`src/rtl/seg7_pkg.sv`:
```
// Shared types, segment lookup table and error codes for the 7-segment capture path.
package seg7_pkg;

  typedef logic [6:0] seg7_t;

  // hex -> segments, bit0=a .. bit6=g; index is the nibble value
  localparam seg7_t SEG7_LUT [16] = '{
    7'h3F, 7'h06, 7'h5B, 7'h4F, 7'h66, 7'h6D, 7'h7D, 7'h07,
    7'h7F, 7'h6F, 7'h77, 7'h7C, 7'h39, 7'h5E, 7'h79, 7'h71
  };

  localparam logic [1:0] ERR_BAD_PAT = 2'b01;
  localparam logic [1:0] ERR_BAD_EN  = 2'b10;

  typedef enum logic [1:0] {IDLE, SETTLE, HELD} state_t;

endpackage

```
`src/rtl/seg7_pattern_encoder.sv`:
```
// Combinational reverse lookup: segment pattern -> hex nibble, with a hit flag
// for patterns that appear in the table.
module seg7_pattern_encoder
  import seg7_pkg::*;
(
  input  seg7_t      seg,
  output logic       hit,
  output logic [3:0] nibble
);

  always_comb begin
    hit    = 1'b0;
    nibble = 4'h0;
    for (int unsigned i = 0; i < 16; i++) begin
      if (seg == SEG7_LUT[i]) begin
        hit    = 1'b1;
        nibble = 4'(i);
      end
    end
  end

endmodule

```
`src/rtl/seg7_capture_encoder.sv`:
```
// Display bus monitor: waits for a stable {digit enable, segments} sample,
// then decodes it into the per-digit nibble registers and flags bad patterns/enables.
module seg7_capture_encoder
  import seg7_pkg::*;
#(
  parameter int unsigned NUM_DIGITS    = 4,
  parameter int unsigned STABLE_CYCLES = 4
) (
  input  logic                    clk,
  input  logic                    rst_n,
  input  logic [6:0]              seg_i,
  input  logic [NUM_DIGITS-1:0]   dig_en_i,
  input  logic                    clr_err_i,
  output logic [4*NUM_DIGITS-1:0] nib_o,
  output logic [NUM_DIGITS-1:0]   dig_valid_o,
  output logic                    upd_o,
  output logic [2:0]              upd_idx_o,
  output logic                    err_o,
  output logic [1:0]              err_code_o
);

  localparam int unsigned CNT_W = $clog2(STABLE_CYCLES + 1);
  localparam int unsigned SMP_W = NUM_DIGITS + 7;
  localparam logic [CNT_W-1:0] CNT_LAST = CNT_W'(STABLE_CYCLES - 1);

  state_t                  state_q;
  logic [SMP_W-1:0]        s_q;
  logic [CNT_W-1:0]        cnt_q;

  logic [SMP_W-1:0]        smp_c;
  logic [NUM_DIGITS-1:0]   en_c;
  logic                    onehot_c;
  logic [2:0]              idx_c;
  logic                    hit_c;
  logic [3:0]              code_c;
  logic                    commit_c;
  logic                    err_new_c;
  logic [1:0]              err_kind_c;

  assign smp_c    = {dig_en_i, seg_i};
  assign en_c     = s_q[SMP_W-1:7];
  assign onehot_c = $onehot(en_c);

  // At commit the input equals s_q, so the registered sample is decoded
  seg7_pattern_encoder u_enc (
    .seg    (s_q[6:0]),
    .hit    (hit_c),
    .nibble (code_c)
  );

  always_comb begin
    idx_c = 3'd0;
    for (int unsigned d = 0; d < NUM_DIGITS; d++) begin
      if (en_c[d]) idx_c = 3'(d);
    end
  end

  assign commit_c = (state_q == SETTLE) && (smp_c == s_q) && (cnt_q == CNT_LAST);

  always_comb begin
    err_new_c  = 1'b0;
    err_kind_c = 2'b00;
    if (commit_c && (en_c != '0)) begin
      if (!onehot_c) begin
        err_new_c  = 1'b1;
        err_kind_c = ERR_BAD_EN;
      end else if (!hit_c) begin
        err_new_c  = 1'b1;
        err_kind_c = ERR_BAD_PAT;
      end
    end
  end

  always_ff @(posedge clk) begin
    if (!rst_n) begin
      state_q     <= IDLE;
      s_q         <= '0;
      cnt_q       <= '0;
      nib_o       <= '0;
      dig_valid_o <= '0;
      upd_o       <= 1'b0;
      upd_idx_o   <= 3'd0;
      err_o       <= 1'b0;
      err_code_o  <= 2'b00;
    end else begin
      s_q   <= smp_c;
      upd_o <= 1'b0;

      case (state_q)
        IDLE: begin
          state_q <= SETTLE;
          cnt_q   <= '0;
        end
        SETTLE: begin
          if (smp_c != s_q) cnt_q <= '0;
          else if (cnt_q == CNT_LAST) state_q <= HELD;
          else cnt_q <= cnt_q + CNT_W'(1);
        end
        HELD: begin
          if (smp_c != s_q) begin
            state_q <= SETTLE;
            cnt_q   <= '0;
          end
        end
        default: state_q <= IDLE;
      endcase

      if (commit_c && onehot_c) begin
        upd_o     <= 1'b1;
        upd_idx_o <= idx_c;
      end
      for (int unsigned d = 0; d < NUM_DIGITS; d++) begin
        if (commit_c && onehot_c && en_c[d]) begin
          dig_valid_o[d] <= hit_c;
          if (hit_c) nib_o[4*d +: 4] <= code_c;
        end
      end

      // A new error beats a simultaneous clear and then reports its own code
      if (err_new_c) begin
        err_o <= 1'b1;
        if (!err_o || clr_err_i) err_code_o <= err_kind_c;
      end else if (clr_err_i) begin
        err_o      <= 1'b0;
        err_code_o <= 2'b00;
      end
    end
  end

endmodule

```
`config.mk`:
```
export PLATFORM = sky130hd
export DESIGN_NAME = seg7_capture_encoder
export DESIGN_NICKNAME = d
export VERILOG_FILES = /design/src/rtl/seg7_pkg.sv /design/src/rtl/seg7_pattern_encoder.sv /design/src/rtl/seg7_capture_encoder.sv
export SDC_FILE = /design/constraint.sdc
export NUM_CORES = 1
export LEC_CHECK = 0
export CORE_MARGIN = 2
export CORE_UTILIZATION = 47
export CTS_CLUSTER_SIZE = 12
export DETAILED_ROUTE_END_ITERATION = 8
export MAX_ROUTING_LAYER = met4
export PLACE_DENSITY = 0.8
export SYNTH_ARGS = -nofsm -noshare
export SYNTH_HDL_FRONTEND = slang
export SYNTH_HIERARCHICAL = 1
export SYNTH_SLANG_ARGS = --single-unit
```
`constraint.sdc`:
```
create_clock -name clk -period 3 [get_ports clk]
set_clock_uncertainty 0.1 [all_clocks]
set_input_delay 0.45 -clock clk [delete_from_list [all_inputs] [get_ports clk]]
set_output_delay 0.45 -clock clk [all_outputs]
set_load 0.05 [all_outputs]
```
==> results of run 1 <==
==> timing repair <==
item,CTS,global route
endpoints found under the setup margin,0,23
gates resized for setup,0,13
buffers inserted,0,1
==> state kept, by name, summed over array words and instances (netlist names) <==
register and count:
nib_o 16, upd_o 1, state_q 2, err_code_o 2, dig_valid_o 4, upd_idx_o 2, cnt_q 3, s_q 11
err_o 1
==> cell type report <==
| type | instances | area share, % |
|---|---|---|
| multi-input cells | 180 | 45.93 |
| flip-flops and latches | 42 | 30.44 |
| repair buffers | 45 | 15.85 |
| clock buffers | 7 | 2.755 |
| well taps | 54 | 2.439 |
| inverters | 11 | 1.491 |
| clock inverters | 1 | 1.084 |
==> cell families after synthesis <==
group	count (synthesis)
buffers and inverters	28
other	1
adder cells (fa/ha/maj)	6
AO/OA/AOI/OAI	28
multiplexers	23
AND/OR/NAND/NOR	110
XOR/XNOR	12
flip-flops	42
==> metal layers <==
metal	vias to the layer above	routed length, µm	track usage [%]
met2	51	2255	30.00
met4	0	32	4.115
met5	-	0	-
li1	933	-	-
met1	849	2265	24.85
met3	6	221	5.249
==> synth_stat cells (all sizes together) (3+ instances only) <==
library cell | n | area (µm²)
ha | 5 | 62.56
nand2b | 5 | 31.28
nand3 | 8 | 40.04
buf | 12 | 80.07
dfxtp | 42 | 840.8
clkbuf | 5 | 18.77
nor2b | 3 | 18.77
a21oi | 6 | 30.03
nand2 | 43 | 161.4
nor2 | 5 | 18.77
o21ai | 6 | 30.03
and3 | 6 | 37.54
a31oi | 4 | 25.02
nand4 | 6 | 37.54
nor4 | 3 | 33.78
nor3 | 3 | 15.01
mux2i | 23 | 230.2
inv | 11 | 41.29
nand3b | 3 | 22.52
xnor2 | 12 | 105.1
and2 | 15 | 93.84
==> worst min-delay path: stages (launching register included) <==
cell,delay (ps)
dfxtp_1,310
nand2_1,50
mux2i_1,50
==> report_power, final <==
part | leakage, nW | total (mW) | switching [mW] | internal, mW
combinational | 0.580 | 0.116 | 0.0592 | 0.0572
sequential | 0.342 | 0.587 | 0.0210 | 0.566
clock | 0.0524 | 0.437 | 0.188 | 0.249
==> worst max path at each step <==
stage,cells past startpoint,endpoint,startpoint
after global placement,10,nib_o[7]$_SDFFE_PN0P_,s_q[7]$_SDFF_PN0_
after floorplan,12,nib_o[13]$_SDFFE_PN0P_,s_q[7]$_SDFF_PN0_
final,11,nib_o[1]$_SDFFE_PN0P_,s_q[7]$_SDFF_PN0_
after global routing,11,nib_o[1]$_SDFFE_PN0P_,s_q[7]$_SDFF_PN0_
after detailed placement,10,nib_o[8]$_SDFFE_PN0P_,s_q[7]$_SDFF_PN0_
after CTS,10,nib_o[8]$_SDFFE_PN0P_,s_q[7]$_SDFF_PN0_
==> per-stage QoR <==
stage | hold slack (ps) | setup TNS [ps] | utilization [%] | instance area (µm²)
2_1_floorplan | 350.8 | 0 | - | 2223
3_3_place_gp | 344.3 | 0 | 56.59 | 2620
3_5_place_dp | 349.2 | 0 | 56.59 | 2620
4_1_cts | 359.6 | 0 | 58.89 | 2726
5_1_grt | 375.0 | -42.38 | 59.84 | 2770
6_report | 356.1 | 0 | 59.84 | 2770
==> flow_metrics.env, run 1 <==
export IMPL_io_buffers=39
export IMPL_layout_commonest_cell="nand2_1"
export IMPL_clk_latency_ps=300
export IMPL_core_area_mm2=0.004629
export IMPL_grt_pass1_vias=1720
export IMPL_syn_inst=250
export IMPL_max_stage_delay_ps=530
export IMPL_slew_violations=0
export IMPL_end_kind="flop"
export IMPL_crit_arrival_ps=2950
export IMPL_post_drt_wl_per_cell_um=14.04
export IMPL_wirelength_mm=4.775
export IMPL_period_share_pct=94.51
export IMPL_ir_worst_vdd_v=0.0002900
export IMPL_multi_input_area_mm2=0.001272
export IMPL_via_count=1839
export IMPL_hold_buffers=0
export IMPL_syn_num_nets=270
export IMPL_nets=305
export IMPL_antenna_found_initial=0
export IMPL_reg2regPathDepth=11
export IMPL_cts_buffers=5
export IMPL_drt_initial_drc_count=139
export IMPL_synth_ff_type="dfxtp_1"
export IMPL_worstReg2RegStart="s_q[7]$_SDFF_PN0_"
export IMPL_gr_total_overflow=0
export IMPL_max_freq_mhz=352.7
export IMPL_crit_buf_inv=3
export IMPL_tritoncts="done"
export IMPL_crit_family="adder cells"
export IMPL_synth_simple_area_share_pct=27.63
export IMPL_crit_fanout=5
export IMPL_placed_cells=331
export IMPL_postSynthRegisterBits=42
export IMPL_start_util_pct=48.03
export IMPL_final_cell_mix="43 x nand2_1, 40 x dfxtp_1, 39 x clkdlybuf4s50_1, 23 x mux2i_1, 15 x and2_1"
export IMPL_synthXorXnorAreaFrac_pct=4.727
export IMPL_powerDensity_mw_per_mm2=411.6
export IMPL_htree_levels=2
export IMPL_worstPathCellList="inv_1 -> fa_1 -> inv_1 -> ha_1 -> ha_1 -> nor3b_2 -> nand3_2 -> nor4_4 -> buf_4 -> and3_4 -> mux2i_1"
export IMPL_hold_class="flop to flop"
export IMPL_critPathRequiredTime_ps=3120
export IMPL_async_flop_share_pct=0
export IMPL_yosys_cell_types_count=45
export IMPL_viasPerCell=5.409
export IMPL_outcome="finished clean"
export IMPL_synth_avg_cell_area_um2=8.894
export IMPL_worst_pin_slew_ps=723.2
export IMPL_hold_end="nib_o[14]$_SDFFE_PN0P_"
export IMPL_diodes=0
export IMPL_grt_usage_pct=19.14
export IMPL_synth_compound_area_share_pct=9.285
export IMPL_period_needed_ps=2835
export IMPL_die_y_um=72.78
export IMPL_max_cap_viol_count=0
export IMPL_ant_nets=0
export IMPL_dieArea_mm2=0.005297
export IMPL_min_from="nib_o[14]$_SDFFE_PN0P_"
export IMPL_row_count=25
export IMPL_drive_gt1_share_pct=9.091
export IMPL_setup_viol=0
export IMPL_route_detailed_drc=0
export IMPL_dp_hpwl_mm=3.548
export IMPL_clockBufferDepth=2
export IMPL_first_pass_iters=4
export IMPL_max_slew_margin_rel_pct=51.64
export IMPL_synth_warnings=6
export IMPL_regArea_um2=843.3
export IMPL_synth_fa_ha_area_share_pct=3.714
export IMPL_r2r_slack_ps=160
export IMPL_p_leak_nw=0.9743
export IMPL_synthMuxAreaShare_pct=10.35
export IMPL_final_cell_count_no_fill=340
export IMPL_cp_slowest_cell="fa_1"
export IMPL_timing_rr_end="nib_o[1]$_SDFFE_PN0P_"
export IMPL_ios=41
export IMPL_finalWorstSetupSlack_ps=164.7
export IMPL_cts_sinks=42
export IMPL_path_clk_slew_ps=80
export IMPL_p_total_mw=1.140
export IMPL_grt_pass1_wl_mm=7.797
export IMPL_synth_area_mm2=0.002223
export IMPL_grt_max_degree=22
export IMPL_worst_setup_path_type="flop to flop"
export IMPL_pre_cts_ws_ps=48.53
export IMPL_die_x_um=72.78
export IMPL_syn_to_final_growth_pct=24.59
export IMPL_synth_top_family_by_area="simple AND/OR/NAND/NOR gates"
export IMPL_yosysSeqAreaShare_pct=37.82
export IMPL_gp_congestion=0.9011
export IMPL_hold_viol_final=0
export IMPL_cp_start_kind="flop"
export IMPL_synth_edff_count=0
export IMPL_root_buffer="clkbuf_8"
export IMPL_hold_depth=2
export IMPL_nFillCells=418
Power figures use the tool's default switching activity.
==> run 2: changes to the inputs <==
- CORE_UTILIZATION: 47 -> 49
- CTS_BUF_LIST: unset -> sky130_fd_sc_hd__clkbuf_8
- PLACE_DENSITY: 0.8 -> 0.83
==> run 2 against run 1 <==
  * Fmax hardly changed
  * Global-route usage grew 0.71 points
  * Die area fell by 3.9%
  * Highest routed layer unchanged
  * Critical path type unchanged
  * Hold slack gained 3.2 ps
==> flow_metrics.env, run 2 (same netlist as run 1, synthesis figures left out) <==
export IMPL_final_util_pct=63.28
export IMPL_tritoncts="done"
export IMPL_timing_rr_end="upd_idx_o[0]$_SDFFE_PN0N_"
export IMPL_ios=41
export IMPL_slew_violations=0
export IMPL_drive_gt1_share_pct=10.14
export IMPL_first_pass_iters=4
export IMPL_crit_fanout=8
export IMPL_finalWorstSetupSlack_ps=164.7
export IMPL_syn_to_final_growth_pct=23.92
export IMPL_io_buffers=39
export IMPL_root_buffer="clkbuf_8"
export IMPL_path_clk_slew_ps=80
export IMPL_core_area_mm2=0.004354
export IMPL_gp_congestion=0.8353
export IMPL_die_y_um=71.36
export IMPL_row_count=24
export IMPL_period_needed_ps=2835
export IMPL_route_detailed_drc=0
export IMPL_p_sw_mw=0.2685
export IMPL_dp_hpwl_mm=3.501
export IMPL_ant_nets=0
export IMPL_endpoint="upd_idx_o[0]$_SDFFE_PN0N_"
export IMPL_clk_latency_ps=290
export IMPL_worst_pin_slew_ps=506.4
export IMPL_hold_class="flop to flop"
export IMPL_hold_viol_final=0
export IMPL_p_leak_nw=0.9856
export IMPL_max_cap_viol_count=0
export IMPL_max_slew_margin_rel_pct=65.98
export IMPL_worstReg2RegStart="s_q[7]$_SDFF_PN0_"
export IMPL_drt_initial_drc_count=135
export IMPL_max_freq_mhz=352.7
export IMPL_grt_usage_pct=19.85
export IMPL_cts_sinks=42
export IMPL_powerDensity_mw_per_mm2=412.9
export IMPL_postCtsSetupBuffers=0
export IMPL_internal_power_mw=0.8690
export IMPL_holdWs_ps=359.2
export IMPL_viasPerCell=5.411
export IMPL_period_share_pct=94.51
export IMPL_layout_commonest_cell="nand2_1"
export IMPL_wirelength_mm=4.489
export IMPL_nFillCells=370
export IMPL_gr_total_overflow=0
export IMPL_dieArea_mm2=0.005092
export IMPL_reg2regPathDepth=11
export IMPL_final_cell_mix="43 x nand2_1, 40 x dfxtp_1, 39 x clkdlybuf4s50_1, 22 x mux2i_1, 15 x and2_1"
export IMPL_grt_max_degree=21
export IMPL_cp_start_kind="flop"
export IMPL_die_x_um=71.36
export IMPL_via_count=1829
export IMPL_pwr_share_clk_pct=38.2
export IMPL_crit_arrival_ps=2920
export IMPL_outcome="finished clean"
export IMPL_nets=305
export IMPL_reg_largest_list="nib_o (16), s_q (11), dig_valid_o (4)"
export IMPL_setup_tns_final_ps=0
export IMPL_pwr_share_comb_pct=10.4
export IMPL_setup_viol=0
export IMPL_r2r_slack_ps=160
export IMPL_top_register="nib_o"
export IMPL_p_seq_share_pct=51.4
export IMPL_antenna_found_initial=0
export IMPL_critPathRequiredTime_ps=3080
export IMPL_end_kind="flop"
export IMPL_grt_pass1_wl_mm=7.886
export IMPL_diodes=0
export IMPL_cts_buffers=5
export IMPL_start_util_pct=51.06
export IMPL_clockBufferDepth=2
export IMPL_pre_cts_ws_ps=65.88
export IMPL_htree_levels=2
export IMPL_critPathLaunch="s_q[7]$_SDFF_PN0_"
export IMPL_worst_setup_path_type="flop to flop"
export IMPL_grt_pass1_vias=1693
export IMPL_largest_reg_flops=16
export IMPL_post_drt_wl_per_cell_um=13.28
export IMPL_ir_worst_vdd_v=0.0002103
export IMPL_p_sw_share_pct=23.60
-- run 2: changes by cell type in the layout (fill, tap and decap cells not counted) --
cell and delta:
buf_6 -1, buf_4 +1, mux2i_1 -1, and3_2 +4, and3_4 -4, clkinv_2 +2
mux2i_2 +1, clkbuf_1 -2
-- run 2: layer usage --
| layer | global-route usage, % | wire length, µm | vias up |
|---|---|---|---|
| li1 | - | - | 928 |
| met1 | 26.31 | 2118 | 845 |
| met2 | 30.76 | 2107 | 49 |
| met3 | 4.219 | 206 | 7 |
| met4 | 5.660 | 57 | 0 |
| met5 | - | 0 | - |
-- run 2: worst min-delay path by stage --
stage	start	endpoint	slack (ps)	depth (start not counted)
finish	nib_o[7]$_SDFFE_PN0P_	nib_o[7]$_SDFFE_PN0P_	360	2
global route	nib_o[0]$_SDFFE_PN0P_	nib_o[0]$_SDFFE_PN0P_	390	2
CTS	nib_o[7]$_SDFFE_PN0P_	nib_o[7]$_SDFFE_PN0P_	360	2
detailed placement	nib_o[7]$_SDFFE_PN0P_	nib_o[7]$_SDFFE_PN0P_	350	2
global placement	nib_o[1]$_SDFFE_PN0P_	nib_o[1]$_SDFFE_PN0P_	340	2
floorplan	cnt_q[1]$_SDFFE_PN0P_	cnt_q[1]$_SDFFE_PN0P_	350	2
-- run 2: worst max-delay path, stage by stage, from the launching register on --
cell,delay (ps)
dfxtp_2,360
inv_1,80
fa_1,540
inv_1,40
ha_1,170
ha_1,280
nor3b_2,210
nand3_2,130
nor4_4,300
buf_4,220
mux2i_2,210
nor2b_1,80
-- run 2: final cells by class --
cell class | count | area [µm²] | area share (%)
inverter | 11 | 41.29 | 1.499
clock buffer | 5 | 68.82 | 2.498
multi-input combinational | 180 | 1261 | 45.78
timing repair buffer | 45 | 435.4 | 15.80
sequential | 42 | 843.3 | 30.61
tap | 52 | 65.06 | 2.361
clock inverter | 3 | 40.04 | 1.453
-- run 2: timing repair --
action	4_1_cts	5_1_grt
gates resized for setup	0	9
endpoints found under the setup margin	0	21
hold buffers	0	0
-- run 2: power by group through the flow --
stage | registers (mW) | clock network, mW | logic, mW
2_1_floorplan | 0.587 | 0 | 0.0851
3_3_place_gp | 0.596 | 0 | 0.114
3_5_place_dp | 0.597 | 0 | 0.116
4_1_cts | 0.583 | 0.445 | 0.116
5_1_grt | 0.586 | 0.467 | 0.132
6_report | 0.584 | 0.435 | 0.119
-- run 2: metrics by stage --
step / instances / area, µm² / power [mW]
4_1_cts: 338 / 2734 / 1.145
3_5_place_dp: 330 / 2625 / 0.7125
6_report: 338 / 2755 / 1.138
5_1_grt: 338 / 2755 / 1.185
2_1_floorplan: 250 / 2223 / 0.6718
3_3_place_gp: 330 / 2625 / 0.7106
